`src/rtl/hdmi_in_pkg.sv`:
```
// Shared constants and pixel packing for the HDMI ingress path.
// Pixel formats, luma weights and the fixed pipeline latency live here.
package hdmi_in_pkg;

    localparam int unsigned LAT = 3;

    localparam logic [1:0] FMT_RGB565 = 2'b00;
    localparam logic [1:0] FMT_GRAY8  = 2'b01;
    localparam logic [1:0] FMT_RGB444 = 2'b10;

    localparam logic [7:0] COEF_R = 8'd77;
    localparam logic [7:0] COEF_G = 8'd150;
    localparam logic [7:0] COEF_B = 8'd29;

    // Takes only the colour bits any format needs; 444 reuses the top of the 565 fields.
    function automatic logic [15:0] fmt_pack(input logic [1:0] fmt,
                                             input logic [4:0] r5,
                                             input logic [5:0] g6,
                                             input logic [4:0] b5,
                                             input logic [7:0] luma);
        logic [15:0] v;
        case (fmt)
            FMT_GRAY8:  v = {8'h00, luma};
            FMT_RGB444: v = {4'h0, r5[4:1], g6[5:2], b5[4:1]};
            FMT_RGB565: v = {r5, g6, b5};
            default:    v = {r5, g6, b5};
        endcase
        return v;
    endfunction

endpackage

```
`src/rtl/rgb_fmt_conv.sv`:
```
// Two-stage RGB888 to 16-bit pixel converter: luma products first, then sum and pack.
// data_out is forced to zero whenever the pixel is not valid.
module rgb_fmt_conv
    import hdmi_in_pkg::*;
(
    input  logic        clk,
    input  logic        rst,
    input  logic        valid_in,
    input  logic [1:0]  fmt_in,
    input  logic [7:0]  red_in,
    input  logic [7:0]  green_in,
    input  logic [7:0]  blue_in,
    output logic        valid_out,
    output logic [15:0] data_out
);

    logic        r_valid_a;
    logic [1:0]  r_fmt_a;
    logic [4:0]  r_red_a;
    logic [5:0]  r_grn_a;
    logic [4:0]  r_blu_a;
    logic [15:0] r_prod_r;
    logic [15:0] r_prod_g;
    logic [15:0] r_prod_b;

    logic [15:0] w_sum;
    logic [7:0]  w_luma;

    always_ff @(posedge clk) begin
        if (rst) begin
            r_valid_a <= 1'b0;
            r_fmt_a   <= FMT_RGB565;
            r_red_a   <= '0;
            r_grn_a   <= '0;
            r_blu_a   <= '0;
            r_prod_r  <= '0;
            r_prod_g  <= '0;
            r_prod_b  <= '0;
        end else begin
            r_valid_a <= valid_in;
            r_fmt_a   <= fmt_in;
            r_red_a   <= red_in[7:3];
            r_grn_a   <= green_in[7:2];
            r_blu_a   <= blue_in[7:3];
            r_prod_r  <= {8'h00, red_in} * {8'h00, COEF_R};
            r_prod_g  <= {8'h00, green_in} * {8'h00, COEF_G};
            r_prod_b  <= {8'h00, blue_in} * {8'h00, COEF_B};
        end
    end

    // Weights sum to 256, so the worst case 255*256 still fits in 16 bits.
    assign w_sum  = r_prod_r + r_prod_g + r_prod_b;
    assign w_luma = 8'(w_sum >> 8);

    always_ff @(posedge clk) begin
        if (rst) begin
            valid_out <= 1'b0;
            data_out  <= '0;
        end else begin
            valid_out <= r_valid_a;
            data_out  <= r_valid_a ? fmt_pack(r_fmt_a, r_red_a, r_grn_a, r_blu_a, w_luma)
                                   : 16'h0000;
        end
    end

endmodule

```
`src/rtl/hdmi_video_ingress.sv`:
```
// HDMI receive front end: frame decimation, optional 2:1 subsampling and pixel formatting.
// Everything stays in the pixel clock domain with a fixed three-stage latency.
module hdmi_video_ingress
    import hdmi_in_pkg::*;
#(
    parameter int unsigned FDIV_W = 3,
    parameter int unsigned X_W    = 12,
    parameter int unsigned Y_W    = 11
) (
    input  logic              hdmi_pix_clk_in,
    input  logic              rst,
    input  logic [FDIV_W-1:0] frame_div,
    input  logic              scale_en,
    input  logic [1:0]        fmt_sel,
    input  logic [7:0]        red_in,
    input  logic [7:0]        green_in,
    input  logic [7:0]        blue_in,
    input  logic              vs_in,
    input  logic              de_in,
    output logic              vs_out,
    output logic              de_out,
    output logic [15:0]       data_out,
    output logic [X_W-1:0]    x_out,
    output logic [Y_W-1:0]    y_out,
    output logic              sof_out
);

    // Stage 1: input register
    logic              r1_vs;
    logic              r1_de;
    logic [7:0]        r1_red;
    logic [7:0]        r1_grn;
    logic [7:0]        r1_blu;
    logic [FDIV_W-1:0] r1_div;
    logic              r1_scale;
    logic [1:0]        r1_fmt;

    always_ff @(posedge hdmi_pix_clk_in) begin
        if (rst) begin
            r1_vs    <= 1'b0;
            r1_de    <= 1'b0;
            r1_red   <= '0;
            r1_grn   <= '0;
            r1_blu   <= '0;
            r1_div   <= '0;
            r1_scale <= 1'b0;
            r1_fmt   <= FMT_RGB565;
        end else begin
            r1_vs    <= vs_in;
            r1_de    <= de_in;
            r1_red   <= red_in;
            r1_grn   <= green_in;
            r1_blu   <= blue_in;
            r1_div   <= frame_div;
            r1_scale <= scale_en;
            r1_fmt   <= fmt_sel;
        end
    end

    // Frame state
    logic              r_vs_prev;
    logic              r_de_prev;
    logic [FDIV_W-1:0] r_fcnt;
    logic              r_keep;
    logic [FDIV_W-1:0] r_div_sh;
    logic              r_scale_sh;
    logic [1:0]        r_fmt_sh;
    logic [X_W-1:0]    r_xin;
    logic [Y_W-1:0]    r_yin;
    logic              r_sof_pend;

    logic              w_bound;
    logic              w_fall;
    logic              w_scale;
    logic [1:0]        w_fmt;
    logic [FDIV_W-1:0] w_fcnt;
    logic              w_keep;
    logic [X_W-1:0]    w_xcur;
    logic [Y_W-1:0]    w_ycur;
    logic [X_W-1:0]    w_xinc;
    logic [Y_W-1:0]    w_yinc;
    logic [X_W-1:0]    w_xo;
    logic [Y_W-1:0]    w_yo;
    logic              w_pass;
    logic              w_sof;

    assign w_bound = r1_vs & ~r_vs_prev;
    assign w_fall  = r_de_prev & ~r1_de;

    // Shadows load at the boundary, and the boundary pixel already sees the new values.
    assign w_scale = w_bound ? r1_scale : r_scale_sh;
    assign w_fmt   = w_bound ? r1_fmt   : r_fmt_sh;

    always_comb begin
        w_fcnt = r_fcnt;
        w_keep = r_keep;
        if (w_bound) begin
            if (r1_div <= FDIV_W'(1)) begin
                w_fcnt = '0;
            end else if (r_fcnt >= (r1_div - FDIV_W'(1))) begin
                w_fcnt = '0;
            end else begin
                w_fcnt = r_fcnt + FDIV_W'(1);
            end
            w_keep = (w_fcnt == '0);
        end
    end

    assign w_xcur = w_bound ? '0 : r_xin;
    assign w_ycur = w_bound ? '0 : r_yin;
    assign w_xinc = (&w_xcur) ? w_xcur : w_xcur + X_W'(1);
    assign w_yinc = (&w_ycur) ? w_ycur : w_ycur + Y_W'(1);

    assign w_pass = w_keep & r1_de & (~w_scale | (~w_xcur[0] & ~w_ycur[0]));
    assign w_sof  = w_pass & (w_bound | r_sof_pend);
    assign w_xo   = w_scale ? (w_xcur >> 1) : w_xcur;
    assign w_yo   = w_scale ? (w_ycur >> 1) : w_ycur;

    always_ff @(posedge hdmi_pix_clk_in) begin
        if (rst) begin
            r_vs_prev  <= 1'b0;
            r_de_prev  <= 1'b0;
            r_fcnt     <= '0;
            r_keep     <= 1'b0;
            r_div_sh   <= '0;
            r_scale_sh <= 1'b0;
            r_fmt_sh   <= FMT_RGB565;
            r_xin      <= '0;
            r_yin      <= '0;
            r_sof_pend <= 1'b0;
        end else begin
            r_vs_prev  <= r1_vs;
            r_de_prev  <= r1_de;
            r_fcnt     <= w_fcnt;
            r_keep     <= w_keep;
            r_scale_sh <= w_scale;
            r_fmt_sh   <= w_fmt;
            if (w_bound) begin
                r_div_sh <= r1_div;
            end
            if (r1_de) begin
                r_xin <= w_xinc;
            end else if (w_fall) begin
                r_xin <= '0;
            end else begin
                r_xin <= w_xcur;
            end
            r_yin <= w_fall ? w_yinc : w_ycur;
            if (w_bound) begin
                r_sof_pend <= w_keep & ~w_pass;
            end else begin
                r_sof_pend <= r_sof_pend & ~w_pass;
            end
        end
    end

    // Stages 2 and 3 for the side-band signals that travel beside the converter.
    logic [X_W-1:0] r2_x;
    logic [Y_W-1:0] r2_y;
    logic           r2_sof;
    logic [LAT-2:0] r_vs_dly;

    always_ff @(posedge hdmi_pix_clk_in) begin
        if (rst) begin
            r2_x     <= '0;
            r2_y     <= '0;
            r2_sof   <= 1'b0;
            x_out    <= '0;
            y_out    <= '0;
            sof_out  <= 1'b0;
            r_vs_dly <= '0;
        end else begin
            r2_x     <= w_pass ? w_xo : '0;
            r2_y     <= w_pass ? w_yo : '0;
            r2_sof   <= w_sof;
            x_out    <= r2_x;
            y_out    <= r2_y;
            sof_out  <= r2_sof;
            r_vs_dly <= {r_vs_dly[LAT-3:0], r1_vs};
        end
    end

    assign vs_out = r_vs_dly[LAT-2];

    rgb_fmt_conv u_fmt (
        .clk       (hdmi_pix_clk_in),
        .rst       (rst),
        .valid_in  (w_pass),
        .fmt_in    (w_fmt),
        .red_in    (r1_red),
        .green_in  (r1_grn),
        .blue_in   (r1_blu),
        .valid_out (de_out),
        .data_out  (data_out)
    );

endmodule

```
`config.mk`:
```
export PLATFORM = sky130hd
export DESIGN_NAME = hdmi_video_ingress
export DESIGN_NICKNAME = d
export VERILOG_FILES = /design/src/rtl/hdmi_in_pkg.sv /design/src/rtl/rgb_fmt_conv.sv /design/src/rtl/hdmi_video_ingress.sv
export SDC_FILE = /design/constraint.sdc
export NUM_CORES = 1
export LEC_CHECK = 0
export ABC_AREA = 1
export CAP_MARGIN = 25
export CORE_MARGIN = 2
export CORE_UTILIZATION = 60
export DETAILED_ROUTE_END_ITERATION = 8
export PLACE_DENSITY = 0.81
export SKIP_LAST_GASP = 1
export SLEW_MARGIN = 20
export SYNTH_ARGS = -nofsm -noshare
export SYNTH_HDL_FRONTEND = slang
export SYNTH_SLANG_ARGS = --single-unit
```
`constraint.sdc`:
```
create_clock -name hdmi_pix_clk_in -period 4.7 [get_ports hdmi_pix_clk_in]
set_clock_uncertainty 0.2 [all_clocks]
set_input_delay 1.175 -clock hdmi_pix_clk_in [delete_from_list [all_inputs] [get_ports hdmi_pix_clk_in]]
set_output_delay 1.175 -clock hdmi_pix_clk_in [all_outputs]
set_load 0.1 [all_outputs]
```
* Yosys cells after proc, flatten, opt, wreduce, memory -nomap -nowiden *
Cells that the tools add are included.
W data, S select, Z words.

word-level totals
  register bits after elaboration = 197
  bits of input ports = 34
  output and inout port bits = 42
  word-level logic and storage cells = 90

cells by class
  $add $sub $neg = 6
  multiply operators = 3
  $lt $le $gt $ge = 2
  equality and inequality tests = 2
  multiplexer cells = 16
  bitwise operators = 17
  reduce and logical (&&, ||, !) cells = 6

operator list
  cell                     count
  $mux W12                 4
  $mux W11                 4
  $add A16 B16 Y16         2
  $pmux W16 S2             1
  $mul A8 B7 Y15 const B   2
  $mul A8 B5 Y13 const B   1
  $add A12 B1 Y12 const B  1
  $reduce_and A12 Y1       1
  $add A11 B1 Y11 const B  1
  $reduce_and A11 Y1       1
  $mux W10                 1
  $mux W3                  3
  $and A1 B1 Y1            8
  $not A1 Y1               7
  $reduce_or A2 Y1         2
  $add A3 B1 Y3 const B    1
  $ge A3 B3 Y1             1
  $le A3 B1 Y1 const B     1
  $logic_not A3 Y1         1
  $mux W1                  3
  $reduce_or A3 Y1         1
  $sub A3 B1 Y3 const B    1
  $eq A2 B1 Y1 const B     1
  $eq A2 B2 Y1 const B     1
  $or A1 B1 Y1             2

* Longest topological paths before layout *
Gate-level depths: netlist of the first run.

  word-level depth = 12
  depth in mapped cells = 15
  depth with buffers taken out = 15

* Cells and area by module *
From an unflattened synthesis of the first run, not the netlist that was laid out.

unflattened totals
  cells, all modules = 1419
  area, all modules = 10875.4 um^2

by module, submodules not included
  module              instances  cells an instance  area an instance (um^2)  seq. area each (um^2)
  rgb_fmt_conv        1          816                6387.4                   1581.5
  hdmi_video_ingress  1          603                4488.1                   2282.2

* Worst setup path after synthesis of the first run *
OpenSTA, ideal clock, no wires.

  kind = reg2reg
  start = register r1_red[5]
  end = register u_fmt.r_prod_r[11]
  library setup time = 113 ps
  data arrival time = 2978 ps
  data required time = 4387 ps
  path slack = 1410 ps
  cell stages (with the launch flop) = 15
  path buffers = 0
  clock period less this slack = 3290 ps
  path through = dfxtp_1 -> ha_1 -> ha_1 -> inv_1 -> fa_1 -> fa_1 -> inv_1 -> ha_1 -> nand2_1 -> o21ai_0 -> a21oi_1 -> o21bai_1 -> nand2_1 -> nand2_1 -> nor2_1

on the way
  word-level cells in the longest chain between the ends = 1

ends and longest elaborated chain
  item                      line                      RTL
  start: declaration        hdmi_video_ingress.sv:31  logic [7:0] r1_red;
  start signal: assignment  hdmi_video_ingress.sv:51  r1_red <= red_in;
  $mul A8 B7 Y15            rgb_fmt_conv.sv:45        r_prod_r <= {8'h00, red_in} * {8'h00, COEF_R};
  end signal: assignment    rgb_fmt_conv.sv:45
  end: declaration          rgb_fmt_conv.sv:22        logic [15:0] r_prod_r;

Every way passes these cells.
A chain may end at the register's enable or synchronous reset.

* Worst setup path in the final report of the first run *
  start = register r1_red[5]
  end = register u_fmt.r_prod_r[10]

Same word-level chain as after synthesis.

==> impl_metrics.yaml, run 1 <==
sta:
  tightest_slew_ns: 1.00
  drv_slew: 0
  setup_tns_ns: 0
  setup_viol: 0
  rsz0062_at_grt: "false"
  final_hold_viol_count: 0
  period_share: 0.755
  slew_headroom: 0.329
  fmax_ghz: 0.282
  fin_crit_ns: 3.55
clock_tree:
  ctsHoldBuffers: 0
  cts_resized: 0
  clockBufferDepth: 2
  htreeDepth: 4
  clk_pin_slew_ns: 0.07
  cts_setup_buffers: 0
  clock_latency_ns: 0.44
  cts-buffers-inserted: 17
  cts_root_buffer: "clkbuf_16"
  clock-sinks: 191
  cts_tree: "yes"
min_path:
  min_path_cells: 2
  min_path_type: "register to register"
logic_synthesis:
  seq_area_frac_synth: 0.354
  ys_types: 48
  syn_inst: 1393
  yosys_warnings: 0
  synth_area_sq_um: 10800
  avgSynthCellArea_sq_um: 7.76
  ys_seq_elements: 191
  synth_nets: 1587
drt:
  dr.first_iter.drc_count: 572
  dr.pass1.iters: 6
  wl_per_cell_microns: 13.0
  wirelength_mm: 22.1
  viasPerCell: 5.10
  vias: 8666
  postRouteAntennaNets: 0
  drc_errors: 0
setup_path:
  cp.required_ns: 4.81
  critPathKind: "register to register"
  cp-start-kind: "register"
  crit_fanout: 6
  rr_worst_depth: 12
  endpoint_kind: "register"
  worst_ep_arrival_time_ns: 3.67
global_routing:
  grt_pass1_wl_mm: 38.1
  grt.overflow.total: 0
  grt_max_degree: 81
  track_usage: 0.241
  antenna_found_initial: 0
  grt_pass1_vias: 8314
pwr:
  power.total_mw: 4.15
  p_per_area_nw_per_um2: 339
  leakagePower_nw: 6.07
  vdd_ir_drop_max_mv: 0.262
finish:
  syn2layout_area_growth_pct: 13.2
  final_common_cell: "inv_1"
  most-common-layout-cells: "inv_1 (274), nand2_1 (215), dfxtp_1 (191), nor2_1 (171), ha_1 (122)"
  num_antenna_cells: 0
  layout-drive-gt1-share: 0.0660
  layout.nets: 1651
floorplan:
  die_y_microns: 138
  die_x_microns: 138
  fp.coreArea_sq_um: 17800
  fp-row-count: 49
  start_util: 0.606
  dieArea_sq_um: 19100
  io_pins: 76
flow_run:
  cap_viol_max_count: 0
placement:
  portBuffers: 75
  routabilityCongestion: 0.881
  dp_hpwl_mm: 16.9
outcome:
  status: "completed"
-- final timing paths --
| path | to | start | slack [ns] |
|---|---|---|---|
| max | u_fmt.r_prod_r[10] | r1_red[5] | 1.15 |
| min | y_out[4] | r2_y[4] | 0.20 |
| max reg2reg | u_fmt.r_prod_r[10] | r1_red[5] | 1.15 |
| min reg2reg | y_out[4] | r2_y[4] | 0.20 |
-- worst max-delay path, stage by stage (launching register included) --
cell and delay, ns:
dfxtp_1 0.44, ha_1 0.27, ha_1 0.27, inv_1 0.05
fa_1 0.50, fa_1 0.51, inv_1 0.05, ha_1 0.35
a21o_1 0.23, a31oi_1 0.22, nand2_1 0.11, o21ai_0 0.16
a21oi_1 0.07
-- flip-flops by register name, summed over array words and instances, names as in the netlist, 3 cells and up --
signal	cells
r1_blu	8
r1_div	3
r1_grn	8
r1_red	8
r2_x	12
r2_y	11
r_fcnt	3
r_xin	12
r_yin	11
u_fmt.data_out	16
u_fmt.r_blu_a	5
u_fmt.r_grn_a	6
u_fmt.r_prod_b	13
u_fmt.r_prod_g	15
u_fmt.r_prod_r	15
u_fmt.r_red_a	5
x_out	12
y_out	11
-- cells in the mapped netlist, drive strengths merged --
| cell type | number | share of area |
|---|---|---|
| o21ai | 82 | 0.038 |
| xor2 | 3 | 0.0024 |
| a21o | 3 | 0.0021 |
| inv | 281 | 0.098 |
| o211ai | 2 | 0.0014 |
| ha | 122 | 0.14 |
| xnor2 | 2 | 0.0016 |
| nand3 | 70 | 0.035 |
| nand2 | 226 | 0.084 |
| nor3 | 14 | 0.0095 |
| o21a | 1 | 0.00070 |
| nand3b | 3 | 0.0024 |
| a31oi | 8 | 0.0046 |
| clkinv | 1 | 0.00046 |
| dfxtp | 191 | 0.35 |
| a21oi | 91 | 0.044 |
| nand4 | 10 | 0.0072 |
| nor2 | 199 | 0.078 |
| or2 | 5 | 0.0029 |
| clkbuf | 16 | 0.0057 |
| fa | 38 | 0.070 |
| a21boi | 1 | 0.00070 |
| buf | 16 | 0.011 |
| o21bai | 5 | 0.0035 |
| and2 | 3 | 0.0020 |
-- power by group --
part | internal (mW) | leakage, nW | switching, mW | total [mW]
registers | 1.70 | 1.56 | 0.0669 | 1.77
logic | 0.373 | 4.23 | 0.644 | 1.02
clock network | 0.701 | 0.272 | 0.666 | 1.37
-- metal layers --
| layer | part of all wire | up-vias | global-route usage | wire length, microns |
|---|---|---|---|---|
| li1 | - | 4472 | - | - |
| met1 | 0.46 | 3927 | 0.319 | 10200 |
| met2 | 0.47 | 233 | 0.405 | 10400 |
| met3 | 0.053 | 34 | 0.0499 | 1180 |
| met4 | 0.017 | 0 | 0.0661 | 387 |
| met5 | 0 | - | 0 | 0 |
-- final cells by class --
cell class	instances	area [sq um]
Fill cell	1461	5610
Clock inverter	13	124
Clock buffer	19	433
Timing Repair Buffer	77	763
Inverter	282	1060
Sequential cell	191	3820
Multi-Input combinational cell	888	5750
Tap cell	229	287
-- cells by family (layout without fill, tap and decap cells) --
logic type      count (synthesis)  count (layout)  synth area share
compound gates                193             193            0.0948
flops                         191             191             0.354
simple gates                  530             530             0.221
xor+xnor                        5               5           0.00405
buf+inv                       314             391             0.114
fa+ha+maj                     160             160             0.212
-- through the flow --
step	setup slack, ns	cells	area (sq um)	hold slack (ns)	utilization
floorplan	1.41	1393	10800	0.188	-
global placement	1.26	1667	11700	0.189	0.655
detailed placement	1.16	1667	11700	0.195	0.655
CTS	1.13	1699	12200	0.204	0.686
global route	0.871	1699	12200	0.210	0.686
finish	1.15	1699	12200	0.200	0.686
(Power assumes the default switching activity.)
==> run 2, diff against run 1 <==
==> constraint.sdc (replaced) <==
create_clock -name hdmi_pix_clk_in -period 3.55 [get_ports hdmi_pix_clk_in]
set_clock_uncertainty 0.2 [all_clocks]
set_input_delay 0.8875 -clock hdmi_pix_clk_in [delete_from_list [all_inputs] [get_ports hdmi_pix_clk_in]]
set_output_delay 0.8875 -clock hdmi_pix_clk_in [all_outputs]
set_load 0.1 [all_outputs]
==> run 2 against run 1 <==
Core utilization fell by 0.14 points; die area did not move; first-iteration DRC count rose by 7.0%; non-clock buffer count rose by 4; final area fell by 0.20%; worst setup slack got worse by 1.1 ns; sequential power rose by 32%; critical path type unchanged; largest cell class unchanged; flip-flop and latch count did not move; hold slack improved by 0.0012 ns; critical endpoint is now u_fmt.r_prod_b[10]; global-route usage barely moved; clock power rose by 34%.
==> impl_metrics.yaml, run 2 (synthesized netlist as in run 1, its figures left out) <==
finish:
  final_common_cell: "inv_1"
  top_regs: "u_fmt.data_out (16), u_fmt.r_prod_g (15), u_fmt.r_prod_r (15)"
  most-common-layout-cells: "inv_1 (274), nand2_1 (215), dfxtp_1 (187), nor2_1 (170), ha_1 (120)"
  fin_area_sq_um: 12200
  num_antenna_cells: 0
  syn2layout_area_growth_pct: 13.0
  layout-drive-gt1-share: 0.105
  max_flop_register: "u_fmt.data_out"
  layout.nets: 1655
  largest_reg_flops: 16
clock_tree:
  cts_tree: "yes"
  clk_pin_slew_ns: 0.07
  clock-sinks: 191
  cts_setup_buffers: 0
  ctsHoldBuffers: 0
  htreeDepth: 4
  clockBufferDepth: 2
  cts-buffers-inserted: 17
  clock_latency_ns: 0.43
  cts_root_buffer: "clkbuf_16"
setup_path:
  crit_slowest_cell: "fa_1"
  cp_num_buf_inv: 2
  reg2reg_from: "r1_blu[1]"
  endpoint_kind: "register"
  worst_ep_arrival_time_ns: 3.58
  crit_path_max_incr_delay_ns: 0.53
  cp.required_ns: 3.66
  critPathKind: "register to register"
  crit_family: "adder cells"
  crit_fanout: 6
  cp-start-kind: "register"
  path_cells: "inv_1 -> fa_1 -> inv_1 -> ha_1 -> fa_1 -> ha_1 -> a21oi_2 -> nand2_1 -> a21oi_2 -> o21bai_1 -> o21ai_0 -> a21oi_1"
  crit_path_start: "r1_blu[1]"
sta:
  slew_headroom: 0.415
  fmax_ghz: 0.288
  final_hold_viol_count: 0
  drv_slew: 0
  fin_crit_ns: 3.47
  period_share: 0.979
  tightest_slew_ns: 0.877
  setup_viol: 0
floorplan:
  fp.coreArea_sq_um: 17800
  dieArea_sq_um: 19100
  die_x_microns: 138
  fp-row-count: 49
  io_pins: 76
  start_util: 0.606
  die_y_microns: 138
outcome:
  status: "completed"
drt:
  drc_errors: 0
  viasPerCell: 5.14
  postRouteAntennaNets: 0
  dr.first_iter.drc_count: 612
  wirelength_mm: 22.5
  wl_per_cell_microns: 13.3
  dr.pass1.iters: 6
  vias: 8748
pwr:
  leakagePower_nw: 6.17
  power.total_mw: 5.56
  p_per_area_nw_per_um2: 455
  vdd_ir_drop_max_mv: 0.369
global_routing:
  track_usage: 0.241
  grt.overflow.total: 0
  grt_max_degree: 49
  grt_pass1_wl_mm: 37.8
  antenna_found_initial: 0
  grt_pass1_vias: 8231
flow_run:
  cap_viol_max_count: 0
placement:
  portBuffers: 75
  dp_hpwl_mm: 17.0
  routabilityCongestion: 0.897
  placed_cell_area_sq_um: 11600
min_path:
  min_path_type: "register to register"
  min_from: "r2_y[7]"
==> run 2: cell count changes in the layout (fill, tap and decap cells not counted), moves of 2 or more <==
cell	previous run	this run
dfxtp_2	0	4
dfxtp_1	191	187
ha_4	0	2
o21ai_0	79	77
buf_4	3	49
ha_1	122	120
clkdlybuf4s50_1	74	32
a21oi_2	1	4
a21oi_1	89	86
clkbuf_1	2	0
clkinvlp_4	1	3
==> run 2: path summary, 6_finish.rpt <==
path                            depth (start not counted)                 end  slack (ns)
worst max-delay path                                   12  u_fmt.r_prod_b[10]        0.08
worst min-delay path                                    2            y_out[7]        0.20
worst max register to register                         12  u_fmt.r_prod_b[10]        0.08
worst min register to register                          2            y_out[7]        0.20
==> run 2: metrics by stage <==
| stage | util | worst slack, ns | instances | TNS (ns) | hold slack, ns |
|---|---|---|---|---|---|
| floorplan | - | 0.260 | 1393 | 0 | 0.188 |
| global placement | 0.650 | 0.124 | 1671 | 0 | 0.189 |
| detailed placement | 0.650 | 0.0793 | 1671 | 0 | 0.192 |
| CTS | 0.682 | 0.0363 | 1701 | 0 | 0.203 |
| global route | 0.684 | -0.000897 | 1701 | -0.000897 | 0.215 |
| finish | 0.684 | 0.0750 | 1701 | 0 | 0.201 |
==> run 2: worst min-delay path, cell delays in order, from the launching register on <==
cell	delay, ns
dfxtp_1	0.30
inv_1	0.04
nor2_1	0.03
==> run 2: routing by layer <==
| layer | vias to the layer above | part of all wire | global-route usage |
|---|---|---|---|
| li1 | 4468 | - | - |
| met1 | 4008 | 0.46 | 0.318 |
| met2 | 244 | 0.47 | 0.406 |
| met3 | 28 | 0.053 | 0.0464 |
| met4 | 0 | 0.015 | 0.0698 |
| met5 | - | 0 | 0 |
==> run 2: area by class of cell <==
cell class / instances / area (sq um)
multi-input cells: 888 / 5790
fillers: 1454 / 5630
flip-flops and latches: 191 / 3830
inverters: 282 / 1060
repair buffers: 81 / 688
clock buffers: 17 / 425
well taps: 229 / 287
clock inverters: 13 / 129
==> run 2: power by group <==
part           switching, mW  total [mW]  internal, mW
Sequential            0.0857        2.34          2.25
Clock                  0.852        1.83         0.975
Combinational          0.885        1.40         0.510
==> run 2: what timing repair did <==
item	CTS	global route
gates resized for setup	1	13
pin swaps	0	3
endpoints found under the setup margin	1	11
gates cloned	0	0
